[src/rtl/sum_accum_unit.sv]
// sum_accum_unit: wrap/saturating adder with NUM_CH running accumulators.
// Operations enter on a valid/ready handshake; every result lands in a
// single-slot output register one edge after acceptance. Accumulator and
// sticky-flag updates happen in the accept cycle, so back-to-back ACC ops on
// one channel chain without stalling.
module sum_accum_unit #(
  parameter  int WIDTH  = 8,
  parameter  int NUM_CH = 4,
  localparam int CHW    = $clog2(NUM_CH)
) (
  input  logic              clk,
  input  logic              rst,
  input  logic              in_valid,
  output logic              in_ready,
  input  logic [WIDTH-1:0]  in_a,
  input  logic [WIDTH-1:0]  in_b,
  input  logic [CHW-1:0]    in_ch,
  input  logic [1:0]        in_mode,
  output logic              out_valid,
  input  logic              out_ready,
  output logic [WIDTH-1:0]  out_sum,
  output logic [CHW-1:0]    out_ch,
  output logic              out_ovf,
  output logic [NUM_CH-1:0] ovf_sticky
);

  localparam logic [1:0] MODE_ADDW = 2'b00;
  localparam logic [1:0] MODE_ADDS = 2'b01;
  localparam logic [1:0] MODE_ACC  = 2'b10;

  // Clamp a carry-extended sum to all-ones when the carry bit is set.
  function automatic logic [WIDTH-1:0] sat_add(input logic [WIDTH:0] s);
    sat_add = s[WIDTH] ? {WIDTH{1'b1}} : s[WIDTH-1:0];
  endfunction

  logic              out_valid_q, out_valid_d;
  logic [WIDTH-1:0]  out_sum_q, out_sum_d;
  logic [CHW-1:0]    out_ch_q, out_ch_d;
  logic              out_ovf_q, out_ovf_d;
  logic [WIDTH-1:0]  acc_q [NUM_CH];
  logic [WIDTH-1:0]  acc_d [NUM_CH];
  logic [NUM_CH-1:0] sticky_q, sticky_d;

  logic              accept;
  logic [WIDTH:0]    sum_full;
  logic [WIDTH:0]    acc_full;

  // The slot can take a new op when empty or when it is being drained now.
  assign in_ready = ~out_valid_q | out_ready;

  // Next-state: decode the accepted op, update one channel, manage the slot.
  always_comb begin
    accept      = in_valid & in_ready;
    sum_full    = {1'b0, in_a} + {1'b0, in_b};
    acc_full    = {1'b0, acc_q[in_ch]} + {1'b0, in_a};
    out_valid_d = out_valid_q;
    out_sum_d   = out_sum_q;
    out_ch_d    = out_ch_q;
    out_ovf_d   = out_ovf_q;
    acc_d       = acc_q;
    sticky_d    = sticky_q;
    if (accept) begin
      out_valid_d = 1'b1;
      case (in_mode)
        MODE_ADDW: begin
          out_sum_d = sum_full[WIDTH-1:0];
          out_ovf_d = sum_full[WIDTH];
          out_ch_d  = '0;
        end
        MODE_ADDS: begin
          out_sum_d = sat_add(sum_full);
          out_ovf_d = sum_full[WIDTH];
          out_ch_d  = '0;
        end
        MODE_ACC: begin
          out_sum_d     = acc_full[WIDTH-1:0];
          out_ovf_d     = acc_full[WIDTH];
          out_ch_d      = in_ch;
          acc_d[in_ch]  = acc_full[WIDTH-1:0];
          if (acc_full[WIDTH]) sticky_d[in_ch] = 1'b1;
        end
        default: begin
          // CLR reports the pre-clear value and sticky flag, then zeroes both.
          out_sum_d       = acc_q[in_ch];
          out_ovf_d       = sticky_q[in_ch];
          out_ch_d        = in_ch;
          acc_d[in_ch]    = '0;
          sticky_d[in_ch] = 1'b0;
        end
      endcase
    end else if (out_ready) begin
      out_valid_d = 1'b0;
    end
  end

  // State registers; reset clears the result slot, accumulators and flags.
  always_ff @(posedge clk or posedge rst) begin
    if (rst) begin
      out_valid_q <= 1'b0;
      out_sum_q   <= '0;
      out_ch_q    <= '0;
      out_ovf_q   <= 1'b0;
      sticky_q    <= '0;
      for (int i = 0; i < NUM_CH; i++) acc_q[i] <= '0;
    end else begin
      out_valid_q <= out_valid_d;
      out_sum_q   <= out_sum_d;
      out_ch_q    <= out_ch_d;
      out_ovf_q   <= out_ovf_d;
      sticky_q    <= sticky_d;
      for (int i = 0; i < NUM_CH; i++) acc_q[i] <= acc_d[i];
    end
  end

  assign out_valid  = out_valid_q;
  assign out_sum    = out_sum_q;
  assign out_ch     = out_ch_q;
  assign out_ovf    = out_ovf_q;
  assign ovf_sticky = sticky_q;

endmodule

[config.mk]
export PLATFORM = sky130hd
export DESIGN_NAME = sum_accum_unit
export DESIGN_NICKNAME = d
export VERILOG_FILES = /design/src/rtl/sum_accum_unit.sv
export SDC_FILE = /design/constraint.sdc
export NUM_CORES = 1
export LEC_CHECK = 0
export CAP_MARGIN = 0
export CORE_ASPECT_RATIO = 1.25
export CORE_MARGIN = 1.5
export CORE_UTILIZATION = 56
export CTS_CLUSTER_SIZE = 16
export DETAILED_ROUTE_END_ITERATION = 16
export GPL_ROUTABILITY_DRIVEN = 0
export PLACE_DENSITY = 0.81
export SLEW_MARGIN = 5
export SYNTH_ARGS = -nofsm -noshare
export SYNTH_HDL_FRONTEND = slang
export SYNTH_SLANG_ARGS = --single-unit
[constraint.sdc]
create_clock -name clk -period 7.9 [get_ports clk]
set_input_delay 1.975 -clock clk [delete_from_list [all_inputs] [get_ports clk]]
set_output_delay 1.975 -clock clk [all_outputs]
set_load 0.005 [all_outputs]
* Word-level counts from Yosys, hierarchy flattened
Cells that the tools add are included.
W data, S select, Z words.
** Storage, ports and cells
- Flip-flop bits (word level) :: 48
- Memories :: 0
- Word-level logic and storage cells :: 54
- Bits in writable memories :: 0
- Memory bits (read-only) :: 0
- Bits of input ports :: 24
- Latch bits :: 0
** Operators by class
- Eq/ne operators :: 3
- Reductions and logical operators :: 7
- Add/sub/neg operators :: 2
- Bitwise logic cells :: 10
- Magnitude comparators :: 4
- Divide/modulo/power cells :: 0
- $mul :: 0
- Muxes and demuxes :: 19
- Shifts and indexed selects :: 0
** Operators with widths (number)
- $pmux W32 S2 :: 1
- $and A32 B32 Y32 :: 1
- $bwmux W32 :: 1
- $mux W8 :: 4
- $not A32 Y32 :: 1
- $pmux W8 S3 :: 1
- $add A8 B8 Y9 :: 2
- $bmux W8 S2 :: 1
- $demux W8 S2 :: 1
- $pmux W4 S2 :: 1
- $and A4 B4 Y4 :: 1
- $mux W1 :: 4
- $mux W4 :: 1
- $not A4 Y4 :: 1
- $or A4 B4 Y4 :: 1
- $ge A3 B3 Y1 const B :: 1
- $lt A2 B3 Y1 const B :: 1
- $lt A3 B1 Y1 const B :: 1
- $not A2 Y3 :: 1
- $reduce_and A3 Y1 :: 1
- $bmux W1 S2 :: 1
- $demux W1 S2 :: 1
- $eq A2 B1 Y1 const B :: 1
- $eq A2 B2 Y1 const B :: 1
- other kinds (12) :: 14

* Logic depth before layout (Yosys ltp)
Gate-level depths: netlist of the first run.
- Depth after elaboration :: 8
- Mapped depth :: 11

* Worst setup path after synthesis of the first run
OpenSTA, ideal clock, no wires.
- Path kind :: input to register
- Start :: input port in_ch[0]
- End :: register out_ovf_q (netlist: out_ovf)
- Stages :: 11
- Path buffers :: 2
- Slack :: 3332 ps
- Arrival time :: 4439 ps
- Cells stage by stage :: buf_2 buf_2 mux4_2 ha_1 fa_1 a21oi_1 o21ai_0 a31o_2 nor2_2 o22a_1 o21ai_1
** Between the ends
- Cells in the longest elaborated chain, start to end :: 6
- Elaborated cells on any way between the ends :: 8
- Those cells by class :: add/sub (1); mux (6); bitwise (1)
** RTL lines
- start: declaration :: RTL line 17 : input logic [CHW-1:0] in_ch,
- $not A2 Y3 (not written as such) :: RTL line 55 : acc_full = {1'b0, acc_q[in_ch]} + {1'b0, in_a};
- $bmux W8 S2 :: RTL line 55
- $mux W8 (not written as such) (2 in series) :: RTL line 55
- $add A8 B8 Y9 :: RTL line 55
- $pmux W1 S2 * :: RTL line 64 : case (in_mode)
- end signal: assignment :: RTL line 109 : out_ovf_q <= out_ovf_d;
- end: declaration :: RTL line 39 : logic out_ovf_q, out_ovf_d;
Mark *: on every way between the ends. The rest lies on a longest branch, timed or not. The select of a mux whose other input is x is not followed.
A chain may end at the register's enable or synchronous reset.

* Worst setup path in the final report of the first run
Ends and elaborated chain as after synthesis.

==> results of run 1 <==
[kinds of logic after synthesis]
| family | synth area share (%) |
|---|---|
| compound gates | 19.9 |
| fa+ha+maj | 8.19 |
| mux | 8.83 |
| xor+xnor | 2.69 |
| buf+inv | 2.82 |
| simple gates | 16.6 |
| flops | 41.0 |
[final cells by class]
cell class / instances / area, um^2
clock buffers: 7 / 86.3
clock inverters: 1 / 7.51
fillers: 403 / 1610
inverters: 3 / 11.3
multi-input cells: 238 / 1650
flip-flops and latches: 48 / 1200
well taps: 62 / 77.6
repair buffers: 40 / 400
[synth_stat cells (2+ instances only)]
master and count:
mux2_2 5, and2_1 5, buf_2 6, nand2_1 42
nor2_1 36, dfrtp_1 48, or3_1 2, o22ai_1 6
nand3_1 7, o211ai_1 2, a21oi_1 17, o31ai_1 2
inv_1 3, o22a_1 3, a21o_1 4, clkbuf_1 5
ha_1 16, o21ai_0 29, o21ai_1 3, buf_6 2
o21a_1 5, fa_1 2, o221ai_1 2, a22o_1 4
a211oi_1 4, xnor2_1 5, nand2b_1 2, nand4bb_1 3
nor3_1 2, mux4_2 9, nor2b_1 2, xor2_1 4
[registers in the layout, indices dropped and copies added (netlist names), named ones only]
name and count:
acc_q 32, out_ch 2, out_ovf 1, out_sum 8, out_valid 1
[through the flow]
stage               power, mW  cells
global placement        0.538    391
CTS                     0.699    399
floorplan               0.465    302
finish                  0.701    399
global route            0.740    399
detailed placement      0.548    391
[routing by layer]
layer / vias to the layer above / GRT usage [%]
li1: 1166 / -
met1: 1172 / 35.1
met2: 77 / 48.0
met3: 6 / 4.18
met4: 0 / 7.79
met5: - / 0
[worst max path at each step]
stage               cells past startpoint      end  startpoint
finish                                 10  out_ovf    in_ch[0]
global route                            9     flop    in_ch[0]
CTS                                    10  out_ovf    in_ch[0]
detailed placement                     10  out_ovf    in_ch[0]
global placement                       10  out_ovf    in_ch[0]
floorplan                              11  out_ovf    in_ch[0]
[critical path, stage by stage]
cell and delay (ns):
clkdlybuf4s50_1 0.98, mux4_2 0.61, ha_1 0.24, fa_1 0.43, a21oi_1 0.21, o21ai_0 0.15
a31o_2 0.28, nor2_2 0.21, o22a_1 0.19, o21ai_1 0.05
[power by group]
| group | switching, mW | leakage, nW | internal [mW] |
|---|---|---|---|
| sequential | 0.0239 | 0.626 | 0.287 |
| clock | 0.0821 | 0.0445 | 0.0712 |
| combinational | 0.118 | 0.826 | 0.118 |
==> impl_metrics.toml, run 1 <==
[placed_design]
pre_cts_ws_ns = 2.43
place_area_um2 = 3340
port_buffers = 40
hpwl_um = 5390

[clock_network]
cts-resized-gates = 0
clock_latency_ns = 0.31
cts_hold_buf = 0
htreeDepth = 2
clkTransAtPathRegs_ns = 0.09
cts_setup_buffers = 0
clock_path_buffers = 2
clock_sinks = 48
numCtsBuffers = 5
cts_tree = "built"
cts-root-buf = "clkbuf_8"

[yosys]
synth_cells = 302
synth_area_leaders = "dfrtp_1, mux4_2, ha_1"
ys_seq_area_share_pct = 41.0
synth_edf_count = 0
yosys.area.top_type_share_pct = 41.0
avgSynthCellArea_um2 = 9.71
async_flop_share_pct = 100
yosysTopAreaCell = "dfrtp_1"
ys_ff_latch = 48
synth-warning-count = 0
ys_types = 47
synth_area_um2 = 2930
synth_flop_cell = "dfrtp_1"
synth.net_count = 344

[sta]
setup_slack_ns = 2.75
finalSetupViolCount = 0
hold_viol = 0
fmax_mhz = 194
hold_ws_ns = 0.477
fin_crit_sh_pct = 65.1
tightest_slew_ns = 1.01
rsz0062_at_grt = "no"
drv_slew = 0
slew_headroom_pct = 32.6
fin_crit_ns = 5.15
clock_skew_ns = 0.00949
fin_setup_tns_ns = 0

[final_layout]
final_cell_mix = "dfrtp_1, nand2_1, clkdlybuf4s50_1"
final_util_pct = 68.0
n_antenna_cell = 0
layout.nets = 378
layout_commonest_cell = "dfrtp_1"
layout-drive-gt1-share_pct = 8.31
final_area_um2 = 3430
area_growth_pct = 17.1

[detailed_routing]
drt-met1-wl_um = 3080
top_layer = "met4"
first_iter_violations = 188
drt_first_pass_iters = 4
final_antenna_net_count = 0
vias = 2421
wl_met3_um = 362
routed_wl_um = 7260
route.detailed.drc = 0
met2WireLength_um = 3760
wl_per_cell_um = 18.2
avgViaCountPerCell = 6.07

[grt]
antenna_found_initial = 0
gr-usage-all-layers_pct = 27.7
grt_overflow = 0
grt_pass1_vias = 2491
grt_start_max_net_pins = 49
grt_pass1_wl_um = 11800

[outcome]
status = "finished clean"

[pwr]
powerDensity_nw_per_um2 = 204
p_leak_nw = 1.50
ir_drop_mv = 0.131

[setup_path]
worst-path-max-fanout = 15
worstSetupStartpointType = "input port"
crit_path_end_kind = "flop"
timing.rr.start = "acc_q[4]"
required_ns = 8.09
rr_endpoint = "out_ovf"
arrival_ns = 5.34
critPathKind = "in -> reg"
r2r_slack_ns = 5.14
rr_worst_depth = 8

[floorplan]
die_y_um = 83.9
fp-row-count = 29
die_x_um = 67.7
io_pins = 41
design.core.area_um2 = 5040
initial_core_util_pct = 58.1
dieArea_um2 = 5680

[worst_hold_path]
whs_path_depth = 2
min_to = "out_ch[1]"
holdCritStartpoint = "out_ch[1]"
hp-class = "reg -> reg"

[job]
cap_viol_max_count = 0
Note: power is estimated with default switching activity, not from simulation.
==> run 2: changes to the inputs <==
--- a/config.mk
+++ b/config.mk
@@ -8,11 +8,11 @@
 export CAP_MARGIN = 0
 export CORE_ASPECT_RATIO = 1.25
 export CORE_MARGIN = 1.5
-export CORE_UTILIZATION = 56
+export CORE_UTILIZATION = 55
 export CTS_CLUSTER_SIZE = 16
 export DETAILED_ROUTE_END_ITERATION = 16
 export GPL_ROUTABILITY_DRIVEN = 0
-export PLACE_DENSITY = 0.81
+export PLACE_DENSITY = 0.8
 export SLEW_MARGIN = 5
 export SYNTH_ARGS = -nofsm -noshare
 export SYNTH_HDL_FRONTEND = slang
==> constraint.sdc (replaced) <==
create_clock -name clk -period 5.4 [get_ports clk]
set_input_delay 1.35 -clock clk [delete_from_list [all_inputs] [get_ports clk]]
set_output_delay 1.35 -clock clk [all_outputs]
set_load 0.005 [all_outputs]
==> run 2 against run 1 <==
Net effect:
- global-route usage is 1.1 points lower
- sequential power is 46% higher
- non-clock buffer count is 2 higher
- final cell count is 0.50% higher
- routed wire length is 2.9% lower
- first-iteration DRC count is 14% higher
- flip-flop and latch count stayed put
- via count is 1.8% higher
- sequential share of layout area is 0.10 points lower
- hold slack better by 0.0016 ns
- power is 44% higher
==> impl_metrics.toml, run 2 (same netlist as run 1, synthesis figures left out) <==
[sta]
clock_skew_ns = 0.00413
drv_slew = 0
finalSetupViolCount = 0
fin_crit_ns = 4.28
fmax_mhz = 233
tightest_slew_ns = 0.974
slew_headroom_pct = 35.0
fin_crit_sh_pct = 79.3
rsz0062_at_grt = "no"
fin_setup_tns_ns = 0
hold_viol = 0

[floorplan]
dieArea_um2 = 5780
io_pins = 41
initial_core_util_pct = 57.3
die_x_um = 68.3
design.core.area_um2 = 5120
fp-row-count = 29
die_y_um = 84.6

[clock_network]
cts_setup_buffers = 0
clkTransAtPathRegs_ns = 0.09
htreeDepth = 2
cts_hold_buf = 0
clock_path_buffers = 2
clock_latency_ns = 0.30
cts_tree = "built"
numCtsBuffers = 5
clock_sinks = 48
cts-resized-gates = 0
cts-root-buf = "clkbuf_8"

[placed_design]
hpwl_um = 5290
port_buffers = 40
dp.cells = 393

[detailed_routing]
first_iter_violations = 215
route.detailed.drc = 0
avgViaCountPerCell = 6.14
vias = 2464
drt_first_pass_iters = 4
final_antenna_net_count = 0
routed_wl_um = 7050
wl_per_cell_um = 17.6

[setup_path]
critPathKind = "in -> reg"
timing.rr.start = "acc_q[0]"
worstSetupStartpointType = "input port"
startpoint = "in_ch[0]"
crit_path_end_kind = "flop"
worst-path-max-fanout = 9
arrival_ns = 4.47
required_ns = 5.58

[grt]
grt_overflow = 0
grt_pass1_wl_um = 11600
gr-usage-all-layers_pct = 26.7
grt_pass1_vias = 2424
antenna_found_initial = 0
grt_start_max_net_pins = 49

[final_layout]
final_cell_mix = "dfrtp_1, nand2_1, clkdlybuf4s50_1"
layout.cells.non_filler = 401
area_growth_pct = 17.4
largest_register_ffs = 32
n_antenna_cell = 0
layout.nets = 380
layout_commonest_cell = "dfrtp_1"
layout-drive-gt1-share_pct = 8.85
regMostFlops = "acc_q"

[pwr]
finalPower_mw = 1.01
ir_drop_mv = 0.193
powerDensity_nw_per_um2 = 293
p_leak_nw = 1.50

[outcome]
status = "finished clean"

[worst_hold_path]
holdCritStartpoint = "out_ch[0]"
hp-class = "reg -> reg"

[job]
cap_viol_max_count = 0
run 2: changes by cell type in the layout (fill, tap and decap cells not counted), sizes merged:
cell	change
buf	+2
clkbuf	-1
clkinv	+1
run 2: routing by layer:
metal | vias to the layer above | global-route usage, % | part of all wire (%)
met5 | - | 0 | 0
met4 | 0 | 9.64 | 3.2
met3 | 18 | 3.49 | 5.7
met2 | 92 | 43.1 | 49
met1 | 1185 | 36.3 | 42
li1 | 1169 | - | -
run 2: worst paths after layout:
check                                   to  slack, ns  cells past startpoint
worst min-delay path             out_ch[0]       0.48                      2
worst min register to register   out_ch[0]       0.48                      2
max in group asynchronous         acc_q[1]       3.21                      2
worst max-delay path               out_ovf       1.12                     10
worst max register to register  out_sum[6]       2.62                      9
min in group asynchronous        acc_q[10]       1.58                      2
run 2: area by class of cell:
class,count,area [um^2]
clock buffers,6,72.6
clock inverters,2,16.3
fillers,425,1670
inverters,3,11.3
multi-input cells,238,1650
flip-flops and latches,48,1200
well taps,62,77.6
repair buffers,42,415
run 2: critical path: stages:
cell and delay [ns]:
clkdlybuf4s50_1 0.70, buf_4 0.26, mux4_2 0.53, ha_1 0.40, a2111oi_2 0.37, o21ai_0 0.14, a31o_2 0.27, nor2_2 0.19
o22a_1 0.20, o21ai_1 0.05
run 2: power breakdown:
| group | internal [mW] | total, mW | switching (mW) |
|---|---|---|---|
| clock | 0.0922 | 0.214 | 0.122 |
| combinational | 0.173 | 0.341 | 0.168 |
| sequential | 0.421 | 0.455 | 0.0345 |
run 2: metrics by stage:
step | worst slack [ns] | area, um^2 | util, % | hold WS [ns]
finish | 1.12 | 3440 | 67.3 | 0.479
detailed placement | 0.831 | 3350 | 65.5 | 0.463
floorplan | 1.46 | 2930 | - | 0.445
CTS | 1.13 | 3440 | 67.3 | 0.483
global placement | 0.845 | 3350 | 65.5 | 0.458
global route | 0.951 | 3440 | 67.3 | 0.498
==> run 3: changes to the inputs <==
==> constraint.sdc (replaced) <==
create_clock -name clk -period 4.1 [get_ports clk]
set_input_delay 1.025 -clock clk [delete_from_list [all_inputs] [get_ports clk]]
set_output_delay 1.025 -clock clk [all_outputs]
set_load 0.005 [all_outputs]
==> run 3 against run 2 <==
Net effect:
- flip-flop and latch count unchanged
- non-clock buffer count increased by 4
- clock power up 42%
- critical endpoint unchanged
- largest power group unchanged
==> impl_metrics.toml, run 3 (same netlist as run 1, synthesis figures left out) <==
[clock_network]
htreeDepth = 2
cts-root-buf = "clkbuf_8"
cts-resized-gates = 0
cts_setup_buffers = 0
clock_latency_ns = 0.30
numCtsBuffers = 5
clkTransAtPathRegs_ns = 0.09
clock_sinks = 48
cts_tree = "built"
clock_path_buffers = 2
cts_hold_buf = 0

[pwr]
finalPower_mw = 1.36
powerDensity_nw_per_um2 = 390
p_leak_nw = 1.54
ir_drop_mv = 0.250

[sta]
drv_slew = 0
fin_crit_sh_pct = 90.6
clock_skew_ns = 0.00626
setup_slack_ns = 0.384
fmax_mhz = 269
tightest_slew_ns = 1.02
slew_headroom_pct = 32.2
hold_ws_ns = 0.485
fin_crit_ns = 3.72
fin_setup_tns_ns = 0
finalSetupViolCount = 0
hold_viol = 0
rsz0062_at_grt = "no"

[placed_design]
hpwl_um = 5470
dp.cells = 397
pre_cts_ws_ns = 0.0865
place_area_um2 = 3400
port_buffers = 40

[floorplan]
design.core.area_um2 = 5120
initial_core_util_pct = 57.3
die_y_um = 84.6
fp-row-count = 29
dieArea_um2 = 5780
io_pins = 41
die_x_um = 68.3

[detailed_routing]
drt_first_pass_iters = 4
wl_per_cell_um = 17.5
avgViaCountPerCell = 6.15
vias = 2489
route.detailed.drc = 0
first_iter_violations = 196
final_antenna_net_count = 0
routed_wl_um = 7070

[grt]
antenna_found_initial = 0
grt_pass1_vias = 2396
grt_start_max_net_pins = 49
grt_overflow = 0
gr-usage-all-layers_pct = 26.5
grt_pass1_wl_um = 11500

[setup_path]
crit_path_end_kind = "flop"
arrival_ns = 3.89
worstSetupStartpointType = "input port"
critPathKind = "in -> reg"
required_ns = 4.28
worst-path-max-fanout = 7

[final_layout]
largest_register_ffs = 32
final_area_um2 = 3490
area_growth_pct = 19.1
final_util_pct = 68.3
final_cell_mix = "dfrtp_1, nand2_1, clkdlybuf4s50_1"
layout-drive-gt1-share_pct = 10.2
layout_commonest_cell = "dfrtp_1"
layout.nets = 384
regMostFlops = "acc_q"
layout.cells.non_filler = 405
n_antenna_cell = 0

[outcome]
status = "finished clean"

[worst_hold_path]
hp-class = "reg -> reg"

[job]
cap_viol_max_count = 0
[run 3: cell count changes in the layout (fill, tap and decap cells not counted), sizes merged]
| cell | change |
|---|---|
| buf | +4 |
| clkinvlp | -1 |
| inv | +1 |
[run 3: worst max-delay path: stages]
cell	delay (ns)
clkdlybuf4s50_1	0.57
mux4_2	0.54
ha_1	0.24
fa_1	0.44
a21oi_1	0.20
o21ai_0	0.14
a31o_2	0.27
nor2_2	0.21
o22a_1	0.20
o21ai_1	0.06
[run 3: layout make-up]
type                       count  area [um^2]
tap                           62         77.6
clock buffer                   6         82.6
inverter                       3         11.3
timing repair buffer          46          458
sequential                    48         1200
clock inverter                 2         13.8
multi-input combinational    238         1650
fill                         428         1620
[run 3: final timing paths]
| check | cells after the start | slack, ns | startpoint | end |
|---|---|---|---|---|
| max | 10 | 0.38 | in_ch[0] | out_ovf |
| min | 2 | 0.48 | acc_q[0] | acc_q[0] |
| max reg2reg | 9 | 1.36 | acc_q[8] | out_ovf |
| min reg2reg | 2 | 0.48 | acc_q[0] | acc_q[0] |
| max in group asynchronous | 2 | 2.19 | rst | acc_q[0] |
| min in group asynchronous | 2 | 1.28 | rst | acc_q[7] |
[run 3: power breakdown]
part	internal [mW]	switching, mW
Clock	0.138	0.166
Combinational	0.236	0.220
Sequential	0.554	0.0481
Total	0.928	0.434
[run 3: routing by layer]
metal	GRT usage, %	up-vias	wire (um)
li1	-	1184	-
met1	36.3	1210	3100
met2	42.6	81	3520
met3	3.89	14	294
met4	8.73	0	163
met5	0	-	0
